## src/rtl/switch_pkg.sv

```systemverilog
`default_nettype none
// ============================================================================
//  switch_pkg
//  Shared FSM encodings, event bundle type, width helper and board defaults
//  for the switch event filter.
//  Revision: 1.0
// ============================================================================
package switch_pkg;

    localparam logic [1:0] ST_IDLE    = 2'd0;
    localparam logic [1:0] ST_PRESSED = 2'd1;
    localparam logic [1:0] ST_REPEAT  = 2'd2;

    // 25 MHz board clock: 10 ms debounce, 0.5 s hold, 0.1 s repeat.
    localparam int DEF_DEBOUNCE_CYCLES = 250_000;
    localparam int DEF_HOLD_CYCLES     = 12_500_000;
    localparam int DEF_REPEAT_CYCLES   = 2_500_000;

    typedef struct packed {
        logic press;
        logic release_ev;
        logic repeat_ev;
        logic long_ev;
    } sw_events_t;

    function automatic int width_of(input int x);
        return (x <= 2) ? 1 : $clog2(x);
    endfunction

endpackage
`default_nettype wire

```

## src/rtl/switch_debounce_core.sv

```systemverilog
`default_nettype none
// ============================================================================
//  switch_debounce_core
//  Two-flop synchroniser followed by a stable-count debouncer.
//  Revision: 1.0
// ============================================================================
module switch_debounce_core
    import switch_pkg::*;
#(
    parameter int DEBOUNCE_CYCLES = DEF_DEBOUNCE_CYCLES
) (
    input  logic clk_i,
    input  logic rst_i,
    input  logic sw_i,
    output logic sw_o,
    output logic sw_next_o
);

    localparam int               CNT_W    = width_of(DEBOUNCE_CYCLES);
    localparam logic [CNT_W-1:0] CNT_LAST = CNT_W'(DEBOUNCE_CYCLES - 1);

    logic             meta_q;
    logic             sync_q;
    logic             level_q;
    logic             level_d;
    logic [CNT_W-1:0] cnt_q;
    logic [CNT_W-1:0] cnt_d;

    always_ff @(posedge clk_i) begin
        if (rst_i) begin
            meta_q  <= 1'b0;
            sync_q  <= 1'b0;
            level_q <= 1'b0;
            cnt_q   <= '0;
        end else begin
            meta_q  <= sw_i;
            sync_q  <= meta_q;
            level_q <= level_d;
            cnt_q   <= cnt_d;
        end
    end

    // Any sample matching the current level restarts qualification.
    always_comb begin
        level_d = level_q;
        cnt_d   = cnt_q;
        if (sync_q == level_q) begin
            cnt_d = '0;
        end else if (cnt_q == CNT_LAST) begin
            level_d = ~level_q;
            cnt_d   = '0;
        end else begin
            cnt_d = cnt_q + CNT_W'(1);
        end
    end

    assign sw_o      = level_q;
    // Look-ahead lets the parent register its edge pulses in the same cycle.
    assign sw_next_o = level_d;

endmodule
`default_nettype wire

```

## src/rtl/switch_event_filter.sv

```systemverilog
`default_nettype none
// ============================================================================
//  switch_event_filter
//  Debounced switch to press/release/auto-repeat single-cycle events.
//  Revision: 1.0
// ============================================================================
module switch_event_filter
    import switch_pkg::*;
#(
    parameter int DEBOUNCE_CYCLES = DEF_DEBOUNCE_CYCLES,
    parameter int HOLD_CYCLES     = DEF_HOLD_CYCLES,
    parameter int REPEAT_CYCLES   = DEF_REPEAT_CYCLES
) (
    input  logic clk_i,
    input  logic rst_i,
    input  logic sw_i,
    output logic sw_o,
    output logic press_o,
    output logic release_o,
    output logic repeat_o,
    output logic long_o
);

    localparam int                HOLD_MAX    = (HOLD_CYCLES > REPEAT_CYCLES) ? HOLD_CYCLES
                                                                               : REPEAT_CYCLES;
    localparam int                HOLD_W      = width_of(HOLD_MAX);
    localparam logic [HOLD_W-1:0] HOLD_LAST   = HOLD_W'(HOLD_CYCLES - 1);
    localparam logic [HOLD_W-1:0] REPEAT_LAST = HOLD_W'(REPEAT_CYCLES - 1);

    logic              level;
    logic              level_next;
    logic              rise;
    logic              fall;
    logic [1:0]        state_q;
    logic [1:0]        state_d;
    logic [HOLD_W-1:0] hold_cnt_q;
    logic [HOLD_W-1:0] hold_cnt_d;
    sw_events_t        evt_q;
    sw_events_t        evt_d;

    switch_debounce_core #(
        .DEBOUNCE_CYCLES(DEBOUNCE_CYCLES)
    ) u_debounce (
        .clk_i    (clk_i),
        .rst_i    (rst_i),
        .sw_i     (sw_i),
        .sw_o     (level),
        .sw_next_o(level_next)
    );

    assign rise = level_next & ~level;
    assign fall = ~level_next & level;

    always_ff @(posedge clk_i) begin
        if (rst_i) begin
            state_q    <= ST_IDLE;
            hold_cnt_q <= '0;
            evt_q      <= '0;
        end else begin
            state_q    <= state_d;
            hold_cnt_q <= hold_cnt_d;
            evt_q      <= evt_d;
        end
    end

    always_comb begin
        state_d           = state_q;
        hold_cnt_d        = hold_cnt_q;
        evt_d             = '0;
        evt_d.long_ev     = evt_q.long_ev;
        // Release overrides everything, including a coincident repeat expiry.
        if (fall) begin
            state_d          = ST_IDLE;
            hold_cnt_d       = '0;
            evt_d.release_ev = 1'b1;
            evt_d.long_ev    = 1'b0;
        end else begin
            case (state_q)
                ST_IDLE: begin
                    if (rise) begin
                        state_d     = ST_PRESSED;
                        hold_cnt_d  = '0;
                        evt_d.press = 1'b1;
                    end
                end
                ST_PRESSED: begin
                    if (hold_cnt_q == HOLD_LAST) begin
                        state_d         = ST_REPEAT;
                        hold_cnt_d      = '0;
                        evt_d.repeat_ev = 1'b1;
                        evt_d.long_ev   = 1'b1;
                    end else begin
                        hold_cnt_d = hold_cnt_q + HOLD_W'(1);
                    end
                end
                ST_REPEAT: begin
                    if (hold_cnt_q == REPEAT_LAST) begin
                        hold_cnt_d      = '0;
                        evt_d.repeat_ev = 1'b1;
                    end else begin
                        hold_cnt_d = hold_cnt_q + HOLD_W'(1);
                    end
                end
                default: begin
                    state_d       = ST_IDLE;
                    hold_cnt_d    = '0;
                    evt_d.long_ev = 1'b0;
                end
            endcase
        end
    end

    assign sw_o      = level;
    assign press_o   = evt_q.press;
    assign release_o = evt_q.release_ev;
    assign repeat_o  = evt_q.repeat_ev;
    assign long_o    = evt_q.long_ev;

endmodule
`default_nettype wire
```

## config.mk

```make
export PLATFORM = sky130hd
export DESIGN_NAME = switch_event_filter
export DESIGN_NICKNAME = d
export VERILOG_FILES = /design/src/rtl/switch_pkg.sv /design/src/rtl/switch_debounce_core.sv /design/src/rtl/switch_event_filter.sv
export SDC_FILE = /design/constraint.sdc
export NUM_CORES = 1
export LEC_CHECK = 0
export ABC_CLOCK_PERIOD_IN_PS = 4200
export CAP_MARGIN = 10
export CORE_UTILIZATION = 39
export DETAILED_ROUTE_END_ITERATION = 10
export SLEW_MARGIN = 30
export SYNTH_ARGS = -nofsm -noshare
export SYNTH_HDL_FRONTEND = slang
export SYNTH_SLANG_ARGS = --single-unit
```

## constraint.sdc

```tcl
create_clock -name clk_i -period 4.2 [get_ports clk_i]
set_input_delay 0.84 -clock clk_i [delete_from_list [all_inputs] [get_ports clk_i]]
set_output_delay 0.84 -clock clk_i [all_outputs]
set_load 0.1 [all_outputs]
```

After elaboration in Yosys (flattened, before gate mapping)
Cells that the tools add are included.

storage, ports and cells
  flip-flop bits (word level) = 51

operators by class
  muxes and demuxes = 15
  equal/unequal tests = 8
  add/subtract/negate cells = 2
  reductions and logical operators = 7
  bitwise gates (word level) = 7

operators by type and width
  operator                                                                 number
  24-bit 2-to-1 mux                                                        3
  24-bit one-hot mux with 3 select lines                                   1
  24-bit by 1-bit adder with 24-bit output, second input constant          1
  24-bit by 22-bit equality test with 1-bit output, second input constant  1
  24-bit equality test, second input constant                              1
  18-bit by 1-bit adder with 18-bit output, second input constant          1
  18-bit equality test, second input constant                              1
  2-bit 2-to-1 mux                                                         3
  2-bit one-hot mux with 3 select lines                                    1
  3-bit OR reduction                                                       2
  1-bit 2-to-1 mux                                                         5
  1-bit NOT                                                                5
  2-bit != test, second input constant                                     2
  1-bit one-hot mux with 2 select lines                                    2
  2-bit OR reduction                                                       2
  3-bit AND reduction                                                      1
  1-bit bitwise AND                                                        2
  2-bit by 1-bit equality test with 1-bit output, second input constant    1
  2-bit equality test, second input constant                               1
  2-bit zero test                                                          1
  2-bit AND reduction                                                      1
  1-bit equality test                                                      1

Depth between registers and ports, before layout
  depth in word-level cells = 6
  gate-level depth with buffers = 9
  mapped depth without buffers = 7

Cells and area by module
From an unflattened synthesis, not the netlist that was laid out.

unflattened totals
  cells, all modules = 282
  area, all modules = 2482.4 um^2

by module, submodules not included
  module                area each (um^2)  times used  cells an instance
  switch_event_filter   1527.7            1           176
  switch_debounce_core  954.7             1           106

Worst setup path after synthesis
No wires, ideal clock.

  path kind = reg-to-reg
  from = register u_debounce.level_q, in the netlist u_debounce.sw_o
  to = register hold_cnt_q[22]
  required time = 4072 ps
  data arrival time = 2173 ps
  period minus slack after synthesis = 2301 ps
  buffers on the path = 2
  library setup time = 128 ps
  stages on the path, launching flop included = 8
  setup slack = 1899 ps
  path through = dfxtp_1 -> nor2b_1 -> a31o_1 -> buf_2 -> nor2_1 -> buf_2 -> a22oi_1 -> o41ai_2

between the ends
  longest elaborated chain between the ends = 6
  elaborated cells on any way between the ends = 9
  those cells by class = eq/ne (2); mux (2); bitwise (4); reduce/logical (1)

ends and longest elaborated chain
  item                          line                                                   source
  start, declared               switch_debounce_core.sv:24                             logic level_q;
  start signal, assigned        switch_debounce_core.sv:38                             level_q <= level_d;
  1-bit NOT                     switch_debounce_core.sv:50, switch_event_filter.sv:51
  1-bit 2-to-1 mux              switch_debounce_core.sv:49                             end else if (cnt_q == CNT_LAST) begin
  1-bit 2-to-1 mux              switch_debounce_core.sv:47                             if (sync_q == level_q) begin
  1-bit NOT                     switch_event_filter.sv:52                              assign fall = ~level_next & level;
  1-bit bitwise AND             switch_event_filter.sv:52
  2-bit OR reduction (no line)  -
  end signal, assigned          switch_event_filter.sv:61                              hold_cnt_q <= hold_cnt_d;
  end, declared                 switch_event_filter.sv:36                              logic [HOLD_W-1:0] hold_cnt_q;

Parallel ways exist; a longest one is shown, timed or not.
A chain may end at the register's enable or synchronous reset.

Worst setup path in the final report
  from = input rst_i
  to = register hold_cnt_q[2]

between the ends
  longest elaborated chain between the ends = 1

ends and longest elaborated chain
  item                          line                       source
  start, declared               switch_event_filter.sv:15  input logic rst_i,
  2-bit OR reduction (no line)  -

No other way between the ends.

==> flow_summary.json <==
{
  "critPathMaxFanout": 18,
  "io_buffers": 7,
  "final_cell_mix": "51 x dfxtp_1, 34 x nand2_1, 33 x nor2_1, 24 x nand3_1, 18 x and3_1",
  "synth_top_cell_area_share_pct": 39.82,
  "finalWorstSetupSlack_ns": 1.469,
  "drtIter0Drc": 137,
  "fin_util_pct": 44.87,
  "synthArstFlopShare_pct": 0,
  "fin_nets": 319,
  "r2r_start": "hold_cnt_q[0]",
  "fin_tns_setup_ns": 0,
  "synth_area_leaders": "dfxtp_1 40%, nand2_1 5.0%, nor2_1 4.8%, nand3_1 4.7%, and3_1 4.4%",
  "hold_viol_final": 0,
  "synth.distinct_cells": 50,
  "grt_pass1_wl_um": 9901,
  "vias_per_cell": 5.699,
  "final_common_cell": "dfxtp_1",
  "finalInstanceArea_um2": 2849,
  "fin_cells": 389,
  "ys.flop_type": "dfxtp_1",
  "cpMaxStageDelayCell": "clkdlybuf4s50_1",
  "crit_arrival_ns": 2.92,
  "startpoint": "rst_i",
  "path_class": "in -> reg",
  "whs_ns": 0.4505,
  "p_total_uw": 906.2,
  "cp.required_ns": 4.39,
  "hp-start": "u_debounce.cnt_q[0]",
  "initial_core_util_pct": 40.37,
  "place.gp.congestion": 0.8350,
  "drc_errors": 0,
  "worstSkewPairLatency_ns": 0.31,
  "cts_resized": 0,
  "crit_chain": "clkdlybuf4s50_1 -> a31o_1 -> a21oi_4 -> nand2_2 -> o311ai_0",
  "synth_edf_count": 0,
  "grtUsageTotal_pct": 17.64,
  "clk_pin_slew_ns": 0.09,
  "rsz0062_at_grt": "false",
  "cts_root_buffer": "clkbuf_8",
  "grt_max_degree": 19,
  "avgSynthCellArea_um2": 8.489,
  "die_x_um": 83.08,
  "grt_pass1_vias": 2075,
  "routedWlPerCell_um": 14.49,
  "cts_tree": "done",
  "cts-hold-fix-buffers": 0,
  "drt_wl_total_um": 5636,
  "seq_area_frac_synth_pct": 39.82,
  "hp-class": "reg -> reg",
  "cts.sinks": 51,
  "core_area_um2": 6350,
  "antenna_found_initial": 0,
  "ir_worst_vdd_mv": 0.1760,
  "syn_nets": 310,
  "endpoint_kind": "flop",
  "synth.largest_area_cell": "dfxtp_1",
  "clock_skew_ns": 0.007683,
  "powerDensity_nw_per_um2": 318.1,
  "fmax_ghz": 0.3662,
  "tightest_slew_ns": 0.9658,
  "hpwl_um": 3942,
  "slew_violations": 0,
  "cts_max_path_buffers": 2,
  "cts_setup_buffers": 0,
  "vias": 2217,
  "die_area_um2": 6901,
  "cts_max_level": 2,
  "cp-start-kind": "input port",
  "status": "completed",
  "relSlewSlack_pct": 35.41,
  "fin_crit_ns": 2.731,
  "setup_viol": 0,
  "synth_area_um2": 2564,
  "die_h_um": 83.08,
  "period_share_pct": 65.02,
  "power.leakage_nw": 0.9332,
  "placed_cell_area_um2": 2713,
  "drt_pre_antenna_iters": 4,
  "synth_warnings": 0,
  "ant_nets": 0,
  "insertedDiodeCount": 0,
  "postSynthCellCount": 302,
  "cpPeakStageDelay_ns": 0.49,
  "rows": 29,
  "dp_cells": 381,
  "max_cap_violations": 0,
  "layout-drive-gt1-share_pct": 6.410,
  "cts_made_buffers": 5,
  "synth-seq-cells": 51,
  "grt_remaining_overflow": 0,
  "io_pins": 8,
  "syn2layout_area_growth_pct": 11.13,
  "dpl_worst_slack_ns": 1.129
}
-- synthesized netlist by cell type, types with 4 or more instances --
cell type	number
o311ai_1	5
and3_1	18
nand3_1	24
nor4b_1	4
xnor2_1	8
xor2_1	7
nor2b_1	4
dfxtp_1	51
a21oi_1	9
ha_1	5
inv_1	10
nand2_1	34
a22oi_1	5
nor2_1	33
buf_2	5
nor3_1	7
a31oi_1	5
nand4_1	10
o31ai_1	9
-- final timing paths --
kind | end | slack, ns | cells after the start
max | hold_cnt_q[2] | 1.47 | 5
min | u_debounce.cnt_q[0] | 0.45 | 1
max reg2reg | hold_cnt_q[2] | 1.58 | 7
min reg2reg | u_debounce.cnt_q[0] | 0.45 | 1
-- critical path, delay by kind of cell --
kind / cells / cell delay (ns)
buf+inv: 1 / 0.49
compound gates: 3 / 1.20
simple gates: 1 / 0.37
-- logic make-up after synthesis --
family	synth area share, %
mux	0.3904
fa+ha+maj	2.440
xor+xnor	5.125
flops	39.82
buf+inv	3.026
compound gates	16.98
simple gates	32.21
-- area by class of cell --
type	count	area, µm²
multi-input combinational	233	1465
clock buffer	5	68.82
tap	77	96.34
timing repair buffer	10	92.59
fill	628	3501
clock inverter	3	67.56
inverter	10	37.54
sequential	51	1021
-- per-layer routing --
layer / vias up / share of wire, % / GRT usage [%]
li1: 1145 / - / -
met1: 1038 / 51 / 24.18
met2: 30 / 45 / 27.05
met3: 4 / 3.0 / 3.082
met4: 0 / 0.98 / 7.994
met5: - / 0 / 0
-- sequential cells by signal (all words and copies together) (netlist names) --
name               count
hold_cnt_q            24
u_debounce.cnt_q      18
state_q                2
long_o                 1
press_o                1
release_o              1
repeat_o               1
u_debounce.meta_q      1
u_debounce.sw_o        1
u_debounce.sync_q      1
-- report_power, final --
group          internal (mW)  switching [mW]  leakage (nW)  total [mW]
sequential             0.484        0.000521         0.411       0.485
clock                  0.238           0.169        0.0644       0.407
combinational        0.00501         0.00965         0.458      0.0147
Note: power is estimated with default switching activity, not from simulation.
